File: config.mk
export PLATFORM = sky130hd
export DESIGN_NAME = procesador_acumulador_param
export DESIGN_NICKNAME = d
export VERILOG_FILES = /design/src/rtl/procesador_acumulador_param.sv
export SDC_FILE = /design/constraint.sdc
export NUM_CORES = 2
export LEC_CHECK = 0
export CORE_ASPECT_RATIO = 1.25
export CORE_MARGIN = 2
export CORE_UTILIZATION = 55
export CTS_CLUSTER_SIZE = 28
export DETAILED_ROUTE_END_ITERATION = 16
export HOLD_SLACK_MARGIN = 0.1
export MAX_ROUTING_LAYER = met4
export PLACE_DENSITY_LB_ADDON = 0.12
export SLEW_MARGIN = 30
export SYNTH_ARGS = -nofsm -noshare
export SYNTH_HDL_FRONTEND = slang
export SYNTH_SLANG_ARGS = --single-unit
File: constraint.sdc
create_clock -name clk -period 10.9 [get_ports clk]
set_input_delay 3.27 -clock clk [delete_from_list [all_inputs] [get_ports clk]]
set_output_delay 3.27 -clock clk [all_outputs]
set_load 0.05 [all_outputs]
File: src/rtl/procesador_acumulador_param.sv
// Parameterised accumulator CPU with one unified program/data memory. Each instruction is an opcode plus a direct address.
// Latency: 2 cycles per instruction (FETCH + EXEC). DIV takes 2+DATA_W cycles using an iterative restoring divider.
// Backpressure: none. wr=1 always wins: it writes memory and aborts the CPU into CARGA on the next cycle.
//
// Ports: clk/reset (synchronous, active-high)
//        wr, direccion, datoEntrante: memory load port; asserting wr also holds the CPU in CARGA
//        datoSaliente = accumulator, pc = program counter, halted = HALT state
//        flag_z, flag_c, flag_dz: status flags
// Optional: define PROC_JZ_EN so that opcode 0 with a non-zero, non-all-ones operand acts as JZ.
module procesador_acumulador_param #(
    parameter int DATA_W    = 12,
    parameter int OPC_W     = 4,
    parameter int MEM_DEPTH = 64,
    localparam int AW       = $clog2(MEM_DEPTH)
) (
    input  logic              clk,
    input  logic              reset,
    input  logic              wr,
    input  logic [AW-1:0]     direccion,
    input  logic [DATA_W-1:0] datoEntrante,
    output logic [DATA_W-1:0] datoSaliente,
    output logic [AW-1:0]     pc,
    output logic              halted,
    output logic              flag_z,
    output logic              flag_c,
    output logic              flag_dz
);
    localparam int OPW = DATA_W - OPC_W;
    localparam int CW  = $clog2(DATA_W + 1);

    localparam logic [OPC_W-1:0] OP_NOP   = OPC_W'(0);
    localparam logic [OPC_W-1:0] OP_LOAD  = OPC_W'(1);
    localparam logic [OPC_W-1:0] OP_STORE = OPC_W'(2);
    localparam logic [OPC_W-1:0] OP_ADD   = OPC_W'(3);
    localparam logic [OPC_W-1:0] OP_SUB   = OPC_W'(4);
    localparam logic [OPC_W-1:0] OP_MUL   = OPC_W'(5);
    localparam logic [OPC_W-1:0] OP_DIV   = OPC_W'(6);
    localparam logic [OPC_W-1:0] OP_AND   = OPC_W'(7);
    localparam logic [OPC_W-1:0] OP_OR    = OPC_W'(8);
    localparam logic [OPC_W-1:0] OP_XOR   = OPC_W'(9);
    localparam logic [OPC_W-1:0] OP_NOT   = OPC_W'(10);
    localparam logic [OPC_W-1:0] OP_JMP   = OPC_W'(11);
    localparam logic [OPC_W-1:0] OP_INC   = OPC_W'(12);
    localparam logic [OPC_W-1:0] OP_DEC   = OPC_W'(13);
    localparam logic [OPC_W-1:0] OP_SHL   = OPC_W'(14);
    localparam logic [OPC_W-1:0] OP_SHR   = OPC_W'(15);

    typedef enum logic [2:0] {CARGA, FETCH, EXEC, DIVIDE, HALT} state_t;

    state_t            state, state_nx;
    logic [DATA_W-1:0] mem [MEM_DEPTH];
    logic [DATA_W-1:0] acc, acc_nx, ir, ir_nx;
    logic [AW-1:0]     pc_q, pc_nx;
    logic              fc, fc_nx, fdz, fdz_nx;
    logic [DATA_W-1:0] div_q, div_q_nx, div_d, div_d_nx, div_r, div_r_nx;
    logic [CW-1:0]     div_cnt, div_cnt_nx;
    logic              mem_we;
    logic [AW-1:0]     mem_wa;
    logic [DATA_W-1:0] mem_wd;

    // Instruction decode and operand fetch
    logic [OPC_W-1:0]    opc;
    logic [OPW-1:0]      opd;
    logic [AW-1:0]       a;
    logic [DATA_W-1:0]   m;
    logic [DATA_W:0]     sum, diff, inc, dec;
    logic [2*DATA_W-1:0] prod;

    assign opc  = ir[DATA_W-1 -: OPC_W];
    assign opd  = ir[OPW-1:0];
    assign a    = AW'(opd);
    assign m    = mem[a];
    assign sum  = {1'b0, acc} + {1'b0, m};
    assign diff = {1'b0, acc} - {1'b0, m};
    assign inc  = {1'b0, m} + (DATA_W+1)'(1);
    assign dec  = {1'b0, m} - (DATA_W+1)'(1);
    assign prod = {{DATA_W{1'b0}}, acc} * {{DATA_W{1'b0}}, m};

    // One restoring-division step. The remainder is always below the divisor,
    // so the shifted remainder fits in DATA_W+1 bits. The subtraction's top bit
    // is therefore a valid sign bit.
    logic [DATA_W:0]   r_sh, r_sub;
    logic              q_bit;
    logic [DATA_W-1:0] r_new;
    assign r_sh  = {div_r, div_q[DATA_W-1]};
    assign r_sub = r_sh - {1'b0, div_d};
    assign q_bit = ~r_sub[DATA_W];
    assign r_new = q_bit ? r_sub[DATA_W-1:0] : r_sh[DATA_W-1:0];

    always_comb begin
        state_nx   = state;
        acc_nx     = acc;
        pc_nx      = pc_q;
        ir_nx      = ir;
        fc_nx      = fc;
        fdz_nx     = fdz;
        div_q_nx   = div_q;
        div_d_nx   = div_d;
        div_r_nx   = div_r;
        div_cnt_nx = div_cnt;
        mem_we     = 1'b0;
        mem_wa     = a;
        mem_wd     = acc;
        if (wr) begin
            // A load aborts whatever is in flight, including a pending STORE.
            state_nx = CARGA;
            acc_nx   = '0;
            pc_nx    = '0;
            ir_nx    = '0;
            fc_nx    = 1'b0;
            fdz_nx   = 1'b0;
            mem_we   = 1'b1;
            mem_wa   = direccion;
            mem_wd   = datoEntrante;
        end else begin
            case (state)
                CARGA: state_nx = FETCH;
                FETCH: begin
                    ir_nx    = mem[pc_q];
                    pc_nx    = pc_q + AW'(1);
                    state_nx = EXEC;
                end
                EXEC: begin
                    state_nx = FETCH;
                    case (opc)
                        OP_NOP: begin
                            if (&opd) begin
                                state_nx = HALT;
`ifdef PROC_JZ_EN
                            end else if ((|opd) && (acc == '0)) begin
                                pc_nx = AW'(m);
`endif
                            end
                        end
                        OP_LOAD:  acc_nx = m;
                        OP_STORE: mem_we = 1'b1;
                        OP_ADD:   begin acc_nx = sum[DATA_W-1:0];  fc_nx = sum[DATA_W];  end
                        OP_SUB:   begin acc_nx = diff[DATA_W-1:0]; fc_nx = diff[DATA_W]; end
                        OP_MUL:   begin acc_nx = prod[DATA_W-1:0]; fc_nx = |prod[2*DATA_W-1:DATA_W]; end
                        OP_DIV: begin
                            if (m == '0) begin
                                acc_nx = '1;
                                fdz_nx = 1'b1;
                            end else begin
                                fdz_nx     = 1'b0;
                                div_q_nx   = acc;
                                div_d_nx   = m;
                                div_r_nx   = '0;
                                div_cnt_nx = '0;
                                state_nx   = DIVIDE;
                            end
                        end
                        OP_AND:   acc_nx = acc & m;
                        OP_OR:    acc_nx = acc | m;
                        OP_XOR:   acc_nx = acc ^ m;
                        OP_NOT:   acc_nx = ~m;
                        OP_JMP:   pc_nx  = AW'(m);
                        OP_INC:   begin acc_nx = inc[DATA_W-1:0]; fc_nx = inc[DATA_W]; end
                        OP_DEC:   begin acc_nx = dec[DATA_W-1:0]; fc_nx = dec[DATA_W]; end
                        OP_SHL:   begin acc_nx = {m[DATA_W-2:0], 1'b0}; fc_nx = m[DATA_W-1]; end
                        OP_SHR:   begin acc_nx = {1'b0, m[DATA_W-1:1]}; fc_nx = m[0]; end
                        default:  ;  // Opcodes above 15 (wide opcode fields) behave as NOP.
                    endcase
                end
                DIVIDE: begin
                    div_q_nx   = {div_q[DATA_W-2:0], q_bit};
                    div_r_nx   = r_new;
                    div_cnt_nx = div_cnt + CW'(1);
                    if (div_cnt == CW'(DATA_W - 1)) begin
                        acc_nx   = {div_q[DATA_W-2:0], q_bit};
                        state_nx = FETCH;
                    end
                end
                HALT:    ;
                default: state_nx = CARGA;
            endcase
        end
    end

    always_ff @(posedge clk) begin
        if (reset) begin
            state   <= CARGA;
            acc     <= '0;
            pc_q    <= '0;
            ir      <= '0;
            fc      <= 1'b0;
            fdz     <= 1'b0;
            div_q   <= '0;
            div_d   <= '0;
            div_r   <= '0;
            div_cnt <= '0;
        end else begin
            state   <= state_nx;
            acc     <= acc_nx;
            pc_q    <= pc_nx;
            ir      <= ir_nx;
            fc      <= fc_nx;
            fdz     <= fdz_nx;
            div_q   <= div_q_nx;
            div_d   <= div_d_nx;
            div_r   <= div_r_nx;
            div_cnt <= div_cnt_nx;
        end
    end

    // Memory is deliberately never cleared by reset.
    always_ff @(posedge clk) begin
        if (mem_we) mem[mem_wa] <= mem_wd;
    end

    assign datoSaliente = acc;
    assign pc           = pc_q;
    assign halted       = (state == HALT);
    assign flag_z       = (acc == '0);
    assign flag_c       = fc;
    assign flag_dz      = fdz;
endmodule

==> summary.md <==
| Metric | Value |
|---|---|
| Run status | `completed` |
| Post-route cell area | `51800 µm²` |
| Synthesized flop and latch total | `843` |
| ANT nets after route | `0` |
| I/O pin total | `43` |
| Main flop type after synthesis | `edfxtp_1` |
| Starting density of the core | `55.6%` |
| Hold Crit Class | `reg2reg` |
| Multiplexer share of the synthesized area | `between 20% and 30%` |
| Final worst setup slack | `1.39 ns` |
| Post-DP HPWL | `98.0 mm` |
| Worst-Margin Slew | `~1.1 ns` |
| Post-synth EDFFs | `768` |
| Root buffer cell | `clkbuf_16` |
| Final Slew Violations | `0` |
| Register share of total power | `just over 50%` |
| Clk slew on worst S/H paths | `0.08 ns` |
| DR iter-0 viols | `3843` |
| Synth unique cells | `98` |
| Crit path max fanout | `42` |
| Setup crit start kind | `register` |
| DP Area | `48800 µm²` |
| Die Area | `approximately 90000 µm²` |
| Routed vias/inst | `7.04` |
| Setup bufs post-CTS | `0` |
| Final hold violations | `0` |
| Post-synth ARST share | `0%` |
| CTS tree | `yes` |
| Final setup viols | `0` |
| Post-synthesis net count | `3393` |
| Clk pwr share | `43.7%` |
| MaxCap Viol Count | `0` |
| Layout cells sized above 1 | `23.0%` |
| Die W | `265 µm` |
| Worst-case clock buffer depth | `3` |
| H-tree levels | `3` |
| Remaining Overflow, GRT | `0` |
| XOR/XNOR share of the synthesized area | `0.429%` |
| P_leak | `roughly 0.017 µW` |
| Area grow syn2layout | `10.2%` |
| GP Congestion | `0.970` |
| Die H | `between 300 and 400 µm` |
| Max VDD drop | `0.174 mV` |
| Final Critical Period | `9.51 ns` |
| Vias in the first global route | `30700` |
| F_max | `around 0.11 GHz` |
| Wire per inst | `around 34 µm` |
| Seq/Total Area, Yosys | `between 50% and 60%` |
| Vias | `30500` |
| Worst-skew pair later-pin latency | `0.67 ns` |
| Total routed wirelength | `about 150 mm` |
| Post-CTS Hold Fix Bufs | `0` |
| Largest family of logic cells by synthesized area | `multiplexers` |
| Net Sw Frac | `22.7%` |
| Post-Place Worst Slack | `1.51 ns` |
| Port Buffers | `42` |
| # resized after CTS | `0` |
| Synth Area in Adders | `under 10%` |
| Pint | `5440 µW` |
| Switching pwr | `1600 µW` |
| Final cell count without fillers | `4333` |
| Gate power share | `5.8%` |
| Compound-Gate Fraction of Synth Area | `7.09%` |
| Clock Skews | `0.0254 ns` |
| Post-layout util | `between 60% and 70%` |
| Synthesized cell area | `47000 µm²` |
| Largest net degree at the start of global routing | `141` |
| Mapped Avg Cell Area | `14.9 µm²` |
| PD cells | `136 nW/µm²` |
| DRT Pass-1 Iters | `9` |
| First-pass GRT wire length | `between 200 and 250 mm` |
| Drt drc | `0` |
| Total CTS buffers | `84` |
| Fin crit share | `approximately 87%` |
| FILL cells | `6261` |
| Final setup TNS | `0 ns` |
| Relative slew slack | `29.9%` |
| Cells after synthesis | `3155` |
| Fin nets | `3410` |
| Initial antenna violation count | `2` |
| Crit path arrival time | `10.04 ns` |
| Clock Sinks | `843` |
| CP Class | `reg2reg` |
| Worst Setup End Kind | `register` |
| Core Rows | `119` |
| GRT Total Usage | `35.0%` |
| RSZ-0062 raised after global routing | `no` |
| Core ar. | `84400 µm²` |
| CP required | `roughly 11 ns` |
| Area fraction in and, or, nand and nor cells after synthesis | `under 10%` |
| Cell total after placement | `between 4000 and 5000` |
| Synth warn | `0` |
==> power groups by stage <==
stage               combinational (µW)  sequential (µW)  clock [µW]
finish                             405             3550        3080
floorplan                          248             3620           0
detailed placement                 395             3620           0
global placement                   386             3620           0
CTS                                397             3550        3100
global route                       423             3550        3230
==> cells by family after synthesis <==
logic type | after synthesis
flip-flops | 843
AND/OR/NAND/NOR | 675
multiplexers | 533
AO/OA/AOI/OAI | 472
buffers and inverters | 392
adder cells (fa/ha/maj) | 217
XOR/XNOR | 23
==> Yosys cell counts (all sizes together), types with 7 or more instances <==
master	count	share of area, %
a31oi	15	0.20
nand4	14	0.25
xnor2	16	0.30
mux4	410	20
o211ai	13	0.21
nor2b	25	0.33
a2111oi	8	0.19
clkinv	8	0.077
nand2b	17	0.23
a221oi	28	0.54
xor2	7	0.13
a22o	9	0.17
o21bai	9	0.14
dfxtp	75	3.2
a21oi	110	1.2
nor3	28	0.32
inv	186	1.5
clkbuf	102	0.82
o22ai	10	0.13
or2	8	0.11
a221o	8	0.17
buf	96	1.4
o31ai	12	0.19
ha	114	3.0
fa	103	4.4
edfxtp	768	49
a211oi	19	0.30
nor2	254	2.1
nor4	14	0.21
o21ai	79	0.85
mux2i	96	2.0
nand3	35	0.40
a21o	18	0.29
a22oi	55	0.91
a222oi	15	0.32
mux2	27	0.66
and2	8	0.11
nand2	240	1.9
==> flip-flops by register name (all words and copies together), names as in the netlist <==
register	flops
div_d	12
flag_c	1
div_r	12
pc	6
div_q	12
mem	768
datoSaliente	12
ir	12
div_cnt	4
state	3
flag_dz	1
==> final timing paths <==
kind / from / end / slack (ns) / cells after the start
setup / recovery: ir[2] / flag_c / 1.39 / 26
hold / removal: ir[7] / ir[7] / 0.46 / 2
setup reg to reg: ir[2] / flag_c / 1.39 / 26
hold reg to reg: ir[7] / ir[7] / 0.46 / 2
==> layer usage <==
metal	global-route usage [%]	share of wire, %	vias up
met5	-	0	-
met4	17.2	5.8	0
met3	6.19	9.3	423
met2	56.9	50	1758
met1	42.7	35	15800
li1	-	-	12500
==> placed cells by master, fill, tap and decap left out, types with 20 or more instances in the layout <==
master	Yosys	layout
nor2b_1	25	23
fa_1	103	103
inv_1	184	184
nand3_1	34	34
nor2_4	1	30
mux2i_1	96	96
mux4_2	390	390
nand2_1	240	240
clkbuf_16	0	84
a22oi_1	54	54
clkdlybuf4s50_1	0	41
dfxtp_1	75	66
mux4_1	20	20
o21ai_0	70	58
edfxtp_1	768	768
a21oi_1	108	108
nor2_1	252	205
buf_4	7	80
nor3_1	26	25
mux2_2	25	25
a221oi_1	27	27
ha_1	114	114
==> critical path, cell delays in order, from the launching register on <==
cell and delay, ns:
dfxtp_4 0.85, buf_4 0.46, mux4_2 0.36, a22o_1 0.26
a221oi_2 0.43, nand3_1 0.49, a21o_1 0.62, inv_1 0.49
nor2_1 0.12, fa_1 0.50, inv_1 0.07, fa_1 0.49
fa_1 0.52, fa_1 0.41, fa_1 0.51, inv_1 0.04
ha_1 0.32, inv_1 0.09, a222oi_1 0.38, nand4b_1 0.13
a221oi_1 0.23, o21ai_0 0.12, a2111oi_0 0.37, o21ai_0 0.16
or4_1 0.53, o31ai_1 0.25, a31oi_1 0.11
==> through the flow <==
| step | total power, µW | hold slack [ns] |
|---|---|---|
| after global routing | 7210 | 0.501 |
| final | 7040 | 0.462 |
| after global placement | 4010 | 0.441 |
| after floorplan | 3870 | 0.437 |
| after CTS | 7050 | 0.461 |
| after detailed placement | 4020 | 0.453 |
==> area by class of cell <==
cell class                 instances  area, µm²  area share [%]
antenna                            2       5.00         0.00967
clock buffer                      98       2150            4.16
clock inverter                    58        743            1.44
inverter                         194        734            1.42
multi-input combinational       1920      21000            40.6
sequential                       843      24600            47.5
tap                             1089       1360            2.63
timing repair buffer             129       1140            2.20
Note: power is estimated with default switching activity, not from simulation.
